## src/rtl/noc_injector_if.sv

```systemverilog
// Shared NoC types and the node_port handshake interface.
//   noc_pkg   : coordinate, flit and header types.
//   node_port : flit + enable (upstream to downstream), ack (downstream to upstream).
//               A flit transfers on a clock edge where enable && ack.
package noc_pkg;

  localparam int unsigned CoordW   = 4;
  localparam int unsigned PayloadW = 32;

  typedef struct packed {
    logic [CoordW-1:0] x;
    logic [CoordW-1:0] y;
  } addr_t;

  // Zero is reserved so an idle (all-zero) flit never decodes as a real flit.
  typedef enum logic [1:0] {
    FlitNone   = 2'd0,
    FlitHeader = 2'd1,
    FlitBody   = 2'd2,
    FlitTail   = 2'd3
  } flit_type_e;

  typedef struct packed {
    flit_type_e            flit_type;
    logic [PayloadW-1:0]   payload;
  } flit_t;

  typedef struct packed {
    addr_t                        dst_addr;
    addr_t                        src_addr;
    logic [PayloadW-4*CoordW-1:0] rsvd;
  } flit_hdr_t;

endpackage

interface node_port;
  import noc_pkg::*;

  flit_t flit;
  logic  enable;
  logic  ack;

  modport up   (output flit, output enable, input ack);
  modport down (input flit, input enable, output ack);
endinterface

```

## src/rtl/noc_injector.sv

```systemverilog
// Source-side network interface. Buffers descriptors and payload words from the local core,
// then serialises each complete packet as HEADER/BODY.../TAIL flits on a router input port.
// Ports:
//   clk, rst                      : clock, synchronous active-low reset
//   msg_valid/msg_ready/msg_dst   : descriptor stream (destination per packet)
//   wr_valid/wr_ready/wr_data/
//   wr_last                       : payload word stream, wr_last terminates a packet
//   net                           : node_port.up (drives flit/enable, samples ack)
//   busy                          : FSM not idle
//   err_dst                       : one-cycle pulse when a packet is dropped for a bad destination
//   pkt_cnt                       : packets fully sent (wrapping)
module noc_injector
  import noc_pkg::*;
#(
  parameter int unsigned X          = 1,
  parameter int unsigned Y          = 1,
  parameter int unsigned X_EDGE     = 1,
  parameter int unsigned Y_EDGE     = 1,
  parameter int unsigned DEPTH      = 8,
  parameter int unsigned DESC_DEPTH = 2
) (
  input  logic                clk,
  input  logic                rst,
  input  logic                msg_valid,
  output logic                msg_ready,
  input  addr_t               msg_dst,
  input  logic                wr_valid,
  output logic                wr_ready,
  input  logic [PayloadW-1:0] wr_data,
  input  logic                wr_last,
  node_port.up                net,
  output logic                busy,
  output logic                err_dst,
  output logic [15:0]         pkt_cnt
);

  localparam int unsigned AW  = $clog2(DEPTH);
  localparam int unsigned CW  = $clog2(DEPTH + 1);
  localparam int unsigned DAW = $clog2(DESC_DEPTH);
  localparam int unsigned DCW = $clog2(DESC_DEPTH + 1);

  localparam logic [CoordW-1:0] XC     = CoordW'(X);
  localparam logic [CoordW-1:0] YC     = CoordW'(Y);
  localparam logic [CoordW-1:0] XEdgeC = CoordW'(X_EDGE);
  localparam logic [CoordW-1:0] YEdgeC = CoordW'(Y_EDGE);

  typedef enum logic [1:0] {StIdle, StHead, StStream, StDrop} state_e;

  state_e state_q, state_d;

  // Payload FIFO: each entry is {last, data}.
  logic [PayloadW:0]   mem_q [DEPTH];
  logic [AW-1:0]       wptr_q, rptr_q;
  logic [CW-1:0]       wcnt_q, wcnt_d;
  // Complete packets currently held in the payload FIFO.
  logic [CW-1:0]       done_q, done_d;

  // Descriptor FIFO.
  addr_t               dmem_q [DESC_DEPTH];
  logic [DAW-1:0]      dwptr_q, drptr_q;
  logic [DCW-1:0]      dcnt_q, dcnt_d;

  logic [15:0]         pkt_cnt_q;
  logic                err_q;

  logic                push, pop, dpush, dpop;
  logic                pkt_inc, drop_done;
  logic                head_last;
  logic [PayloadW-1:0] head_data;
  addr_t               dhead;
  logic                dst_legal;
  flit_hdr_t           hdr;
  flit_t               flit_o;
  logic                enable_o;

  assign wr_ready  = (wcnt_q != CW'(DEPTH));
  assign msg_ready = (dcnt_q != DCW'(DESC_DEPTH));
  assign push      = wr_valid && wr_ready;
  assign dpush     = msg_valid && msg_ready;

  assign head_last = mem_q[rptr_q][PayloadW];
  assign head_data = mem_q[rptr_q][PayloadW-1:0];
  assign dhead     = dmem_q[drptr_q];

  assign dst_legal = (dhead.x <= XEdgeC) && (dhead.y <= YEdgeC) &&
                     !((dhead.x == XC) && (dhead.y == YC));

  always_comb begin
    hdr          = '0;
    hdr.dst_addr = dhead;
    hdr.src_addr = '{x: XC, y: YC};
  end

  // Next-state and handshake outputs.
  always_comb begin
    state_d   = state_q;
    enable_o  = 1'b0;
    flit_o    = '0;
    pop       = 1'b0;
    dpop      = 1'b0;
    pkt_inc   = 1'b0;
    drop_done = 1'b0;
    unique case (state_q)
      StIdle: begin
        if ((dcnt_q != '0) && (done_q != '0)) begin
          state_d = dst_legal ? StHead : StDrop;
        end
      end
      StHead: begin
        enable_o         = 1'b1;
        flit_o.flit_type = FlitHeader;
        flit_o.payload   = hdr;
        if (net.ack) begin
          dpop    = 1'b1;
          state_d = StStream;
        end
      end
      StStream: begin
        enable_o         = 1'b1;
        flit_o.flit_type = head_last ? FlitTail : FlitBody;
        flit_o.payload   = head_data;
        if (net.ack) begin
          pop = 1'b1;
          if (head_last) begin
            pkt_inc = 1'b1;
            state_d = StIdle;
          end
        end
      end
      StDrop: begin
        // done_q > 0 at launch guarantees the terminating word is already buffered.
        pop = 1'b1;
        if (head_last) begin
          dpop      = 1'b1;
          drop_done = 1'b1;
          state_d   = StIdle;
        end
      end
      default: state_d = StIdle;
    endcase
  end

  assign net.enable = enable_o;
  assign net.flit   = flit_o;

  // Occupancy and complete-packet bookkeeping.
  always_comb begin
    wcnt_d = wcnt_q;
    if (push && !pop) begin
      wcnt_d = wcnt_q + CW'(1);
    end else if (!push && pop) begin
      wcnt_d = wcnt_q - CW'(1);
    end

    done_d = done_q;
    if ((push && wr_last) && !(pop && head_last)) begin
      done_d = done_q + CW'(1);
    end else if (!(push && wr_last) && (pop && head_last)) begin
      done_d = done_q - CW'(1);
    end

    dcnt_d = dcnt_q;
    if (dpush && !dpop) begin
      dcnt_d = dcnt_q + DCW'(1);
    end else if (!dpush && dpop) begin
      dcnt_d = dcnt_q - DCW'(1);
    end
  end

  // Storage arrays need no reset; pointers and counts define validity.
  always_ff @(posedge clk) begin
    if (push) begin
      mem_q[wptr_q] <= {wr_last, wr_data};
    end
    if (dpush) begin
      dmem_q[dwptr_q] <= msg_dst;
    end
  end

  always_ff @(posedge clk) begin
    if (!rst) begin
      state_q   <= StIdle;
      wptr_q    <= '0;
      rptr_q    <= '0;
      wcnt_q    <= '0;
      done_q    <= '0;
      dwptr_q   <= '0;
      drptr_q   <= '0;
      dcnt_q    <= '0;
      pkt_cnt_q <= '0;
      err_q     <= 1'b0;
    end else begin
      state_q <= state_d;
      wcnt_q  <= wcnt_d;
      done_q  <= done_d;
      dcnt_q  <= dcnt_d;
      err_q   <= drop_done;
      if (push) begin
        wptr_q <= wptr_q + AW'(1);
      end
      if (pop) begin
        rptr_q <= rptr_q + AW'(1);
      end
      if (dpush) begin
        dwptr_q <= dwptr_q + DAW'(1);
      end
      if (dpop) begin
        drptr_q <= drptr_q + DAW'(1);
      end
      if (pkt_inc) begin
        pkt_cnt_q <= pkt_cnt_q + 16'd1;
      end
    end
  end

  assign busy    = (state_q != StIdle);
  assign err_dst = err_q;
  assign pkt_cnt = pkt_cnt_q;

endmodule
```

## src/flat_wrapper.sv

```systemverilog
// flat-port wrapper written by rule: the top's interface ports become plain ports
module noc_injector_flat import noc_pkg::*;
#(
  parameter int unsigned X          = 1,
  parameter int unsigned Y          = 1,
  parameter int unsigned X_EDGE     = 1,
  parameter int unsigned Y_EDGE     = 1,
  parameter int unsigned DEPTH      = 8,
  parameter int unsigned DESC_DEPTH = 2
)
  (clk, rst, msg_valid, msg_ready, msg_dst, wr_valid, wr_ready, wr_data, wr_last, busy, err_dst, pkt_cnt, net_flit, net_enable, net_ack);
  node_port net_i ();
  input  logic clk;
  input  logic rst;
  input  logic msg_valid;
  output logic msg_ready;
  input  addr_t msg_dst;
  input  logic wr_valid;
  output logic wr_ready;
  input  logic [PayloadW-1:0] wr_data;
  input  logic wr_last;
  output logic busy;
  output logic err_dst;
  output logic [15:0] pkt_cnt;
  output wire logic [$bits(net_i.flit)-1:0] net_flit;
  output wire logic [$bits(net_i.enable)-1:0] net_enable;
  input wire logic [$bits(net_i.ack)-1:0] net_ack;
  assign net_flit = net_i.flit;
  assign net_enable = net_i.enable;
  assign net_i.ack = net_ack;
  noc_injector #(.X(X), .Y(Y), .X_EDGE(X_EDGE), .Y_EDGE(Y_EDGE), .DEPTH(DEPTH), .DESC_DEPTH(DESC_DEPTH)) u_core (.clk(clk), .rst(rst), .msg_valid(msg_valid), .msg_ready(msg_ready), .msg_dst(msg_dst), .wr_valid(wr_valid), .wr_ready(wr_ready), .wr_data(wr_data), .wr_last(wr_last), .net(net_i), .busy(busy), .err_dst(err_dst), .pkt_cnt(pkt_cnt));
endmodule
```

## config.mk

```make
export PLATFORM = sky130hd
export DESIGN_NAME = noc_injector_flat
export DESIGN_NICKNAME = d
export VERILOG_FILES = /design/src/rtl/noc_injector_if.sv /design/src/rtl/noc_injector.sv /design/src/flat_wrapper.sv
export SDC_FILE = /design/constraint.sdc
export NUM_CORES = 1
export LEC_CHECK = 0
export ABC_AREA = 1
export BUFFER_PORTS_ARGS = -buffer_cell sky130_fd_sc_hd__clkbuf_2
export CAP_MARGIN = 20
export CORE_ASPECT_RATIO = 1.2
export CORE_MARGIN = 4
export CORE_UTILIZATION = 27
export DETAILED_ROUTE_END_ITERATION = 10
export GPL_TIMING_DRIVEN = 0
export SETUP_SLACK_MARGIN = 0.2
export SLEW_MARGIN = 30
export SYNTH_ARGS = -nofsm -noshare
export SYNTH_HDL_FRONTEND = slang
export SYNTH_SLANG_ARGS = --single-unit
```

## constraint.sdc

```tcl
create_clock -name clk -period 3.43 [get_ports clk]
set_input_delay 0.343 -clock clk [delete_from_list [all_inputs] [get_ports clk]]
set_output_delay 0.343 -clock clk [all_outputs]
set_load 0.01 [all_outputs]
```

==> impl_metrics.py <==
metrics = {
    "yosys": {
        "synth.top_cells.by_count": "edfxtp_1, nor2_1, o21ai_0",
        "synth-async-reset-ratio": 0,
        "synth_edf_count": 280,
        "synth_cell_types": 29,
        "ys_seq_area_frac": 0.701,
        "postSynthCellCount": 1148,
        "netlist_area_sq_um": 13200,
        "synth_area_leader_cell": "edfxtp_1",
        "synth_top_area_share": 0.638,
        "yosysWarningCount": 0,
        "syn_nets": 1211,
        "synthFlopType": "edfxtp_1",
        "synth.most_common_cell": "edfxtp_1",
        "synth-seq-cells": 321,
        "synth_area_leaders": "edfxtp_1, o21ai_0, nor2_1",
        "syn_area_per_cell_sq_um": 11.5,
    },
    "clock_tree": {
        "clk_pin_slew_ns": 0.06,
        "numCtsBuffers": 36,
        "clk_latency_ns": 0.52,
        "clkSinkCount": 321,
        "cts_max_path_buffers": 3,
        "cts_tree": "done",
        "htree_levels": 2,
        "root_buffer": "clkbuf_16",
    },
    "layout": {
        "area_delta_synth_final_pct": 21.8,
        "nFillCells": 4828,
        "seq_area_sq_um": 9230,
        "fin_nets": 1367,
        "postLayoutCoreUtil": 0.333,
        "stdcell_area_sq_um": 16000,
        "multi_input_area_sq_um": 3470,
        "layout-drive-gt1-share": 0.160,
    },
    "critical_path": {
        "crit_required_ns": 3.09,
        "crit_arrival_ns": 2.72,
        "critPathLaunchType": "register",
        "cp_top_family": "buffers and inverters",
        "critPathMaxFanout": 10,
        "cp_num_buf_inv": 4,
        "slowest_delay_ns": 0.45,
        "cp-end-kind": "output port",
        "crit_type": "register to output port",
        "path_cells": "buf_2 -> buf_4 -> clkbuf_1 -> o21ai_0 -> o221ai_1 -> nand3_1 -> o21ai_0 -> clkbuf_2",
        "crit_slowest_cell": "clkbuf_1",
        "crit_top_cell": "o21ai_0",
    },
    "timing": {
        "min_period_ns": 3.06,
        "setup_viol": 0,
        "drv_slew": 0,
        "finalHoldViolCount": 0,
        "fmax_mhz": 327,
        "clock_skew_ns": 0.0221,
        "finalCritPeriodShare": 0.893,
        "rsz0062_at_grt": "false",
        "worst_pin_slew_ns": 0.766,
        "slew_headroom": 0.489,
    },
    "floorplanning": {
        "rows": 88,
        "io_pins": 101,
        "initial_core_util": 0.273,
        "die_w_um": 210,
        "dieArea_sq_um": 52400,
        "coreArea_sq_um": 48200,
        "chipHeight_um": 250,
    },
    "drt": {
        "vias_per_cell": 4.71,
        "drt-wirelength-per-cell_um": 17.9,
        "routed_wl_um": 35200,
        "first_iter_violations": 615,
        "vias": 9240,
        "postRouteAntennaNets": 0,
        "post-route-drc-count": 0,
        "first_pass_iters": 6,
    },
    "placement": {
        "placed_cell_area_sq_um": 14900,
        "port_buffers": 100,
        "gp_congestion": 0.822,
        "hpwl_um": 24000,
    },
    "global_routing": {
        "grt-ovfl-total": 0,
        "antenna_found_initial": 4,
        "grt_pass1_wl_um": 54200,
        "grt_usage": 0.131,
        "grt_pass1_vias": 9304,
        "grt_max_degree": 21,
    },
    "flow_run": {
        "cap_violations": 0,
    },
    "worst_hold_path": {
        "min_path_type": "input port to register",
    },
    "status": {
        "status": "completed",
    },
    "pwr": {
        "vdd_drop_max_v": 0.000366,
        "power_mw": 10.8,
        "p_per_area_nw_per_um2": 676,
        "leakagePower_nw": 5.63,
    },
}
repair_timing:
item | CTS | global route
setup buffers | 0 | 0
hold endpoints to repair | 11 | 0
resized for setup | 3 | 2
hold buffers | 6 | 0
endpoints found under the setup margin | 5 | 3
cell usage in the layout, fill, tap and decap left out, drive strengths merged, types with 14 or more instances in the layout:
master / instances
a21oi: 34
a31oi: 22
buf: 40
clkbuf: 175
clkinv: 14
dfxtp: 41
edfxtp: 280
ha: 15
inv: 65
nand2: 104
nand3: 34
nor2: 243
o21ai: 207
o221ai: 20
report_power, final:
part	switching [mW]	internal (mW)	leakage [nW]
Sequential	0.102	4.55	2.88
Combinational	1.72	0.790	2.21
Clock	1.53	2.16	0.544
kinds of logic (layout without fill, tap and decap cells):
kind of cell             count (synthesis)  in the layout  share of synthesized area
AND/OR/NAND/NOR                        396            396                      0.120
other                                    0              1                          0
AO/OA/AOI/OAI                          283            283                      0.118
buffers and inverters                  125            306                     0.0404
XOR/XNOR                                 6              6                    0.00399
flip-flops                             321            321                      0.701
adder cells (fa/ha/maj)                 17             17                     0.0173
flip-flops by register name, indices dropped and copies added (netlist names), 2 cells and up, named ones only:
register	cells
u_core.dcnt_q	2
u_core.done_q	4
u_core.wptr_q	3
u_core.wcnt_q	4
u_core.state_q	2
u_core.dmem_q	16
u_core.mem_q	264
u_core.pkt_cnt	16
u_core.rptr_q	3
worst reg2reg max path: stages (launching register included):
cell     delay [ns]
dfxtp_1        0.36
inv_1          0.11
ha_1           0.24
nand2_1        0.12
inv_1          0.07
nor2_1         0.23
inv_1          0.17
nand3_1        0.12
ha_1           0.17
inv_1          0.09
ha_1           0.28
nand2_1        0.06
inv_1          0.04
o21ai_0        0.22
nand2_1        0.09
a21oi_1        0.13
nand2_1        0.08
nand2_1        0.06
nand2_1        0.04
nor2_1         0.10
area by class of cell:
class	count	area share
Sequential cell	321	0.575
Multi-Input combinational cell	702	0.216
Clock buffer	42	0.0576
Timing Repair Buffer	118	0.0555
Tap cell	630	0.0491
Buffer	61	0.0183
Inverter	64	0.0151
Clock inverter	21	0.0122
Antenna cell	1	0.000156
worst paths after layout:
path / startpoint / to / slack (ns) / cells after the start
worst min register to register: u_core.pkt_cnt[13] / u_core.pkt_cnt[13] / 0.49 / 2
worst max register to register: u_core.state_q[0] / u_core.done_q[3] / 0.58 / 19
worst min-delay path: msg_dst[1] / u_core.dmem_q[1][1] / 0.03 / 1
worst max-delay path: register / net_flit[24] / 0.37 / 8
metrics by stage:
stage | hold slack [ns] | setup WS (ns) | cells | TNS [ns]
final | 0.0276 | 0.367 | 1960 | 0
after global routing | 0.00316 | 0.208 | 1959 | 0
after CTS | 0.00449 | 0.290 | 1959 | 0
after detailed placement | 0.481 | 0.589 | 1890 | 0
after global placement | 0.461 | -0.860 | 1878 | -171.66
after floorplan | 0.442 | 0.687 | 1148 | 0
layer usage:
layer  track usage  share of wire  up-vias
met2         0.222           0.48      325
met3        0.0314          0.074       70
met1         0.170           0.42     4449
li1              -              -     4388
met4        0.0323          0.020        8
met5             0         0.0014        -
Power figures use the tool's default switching activity.
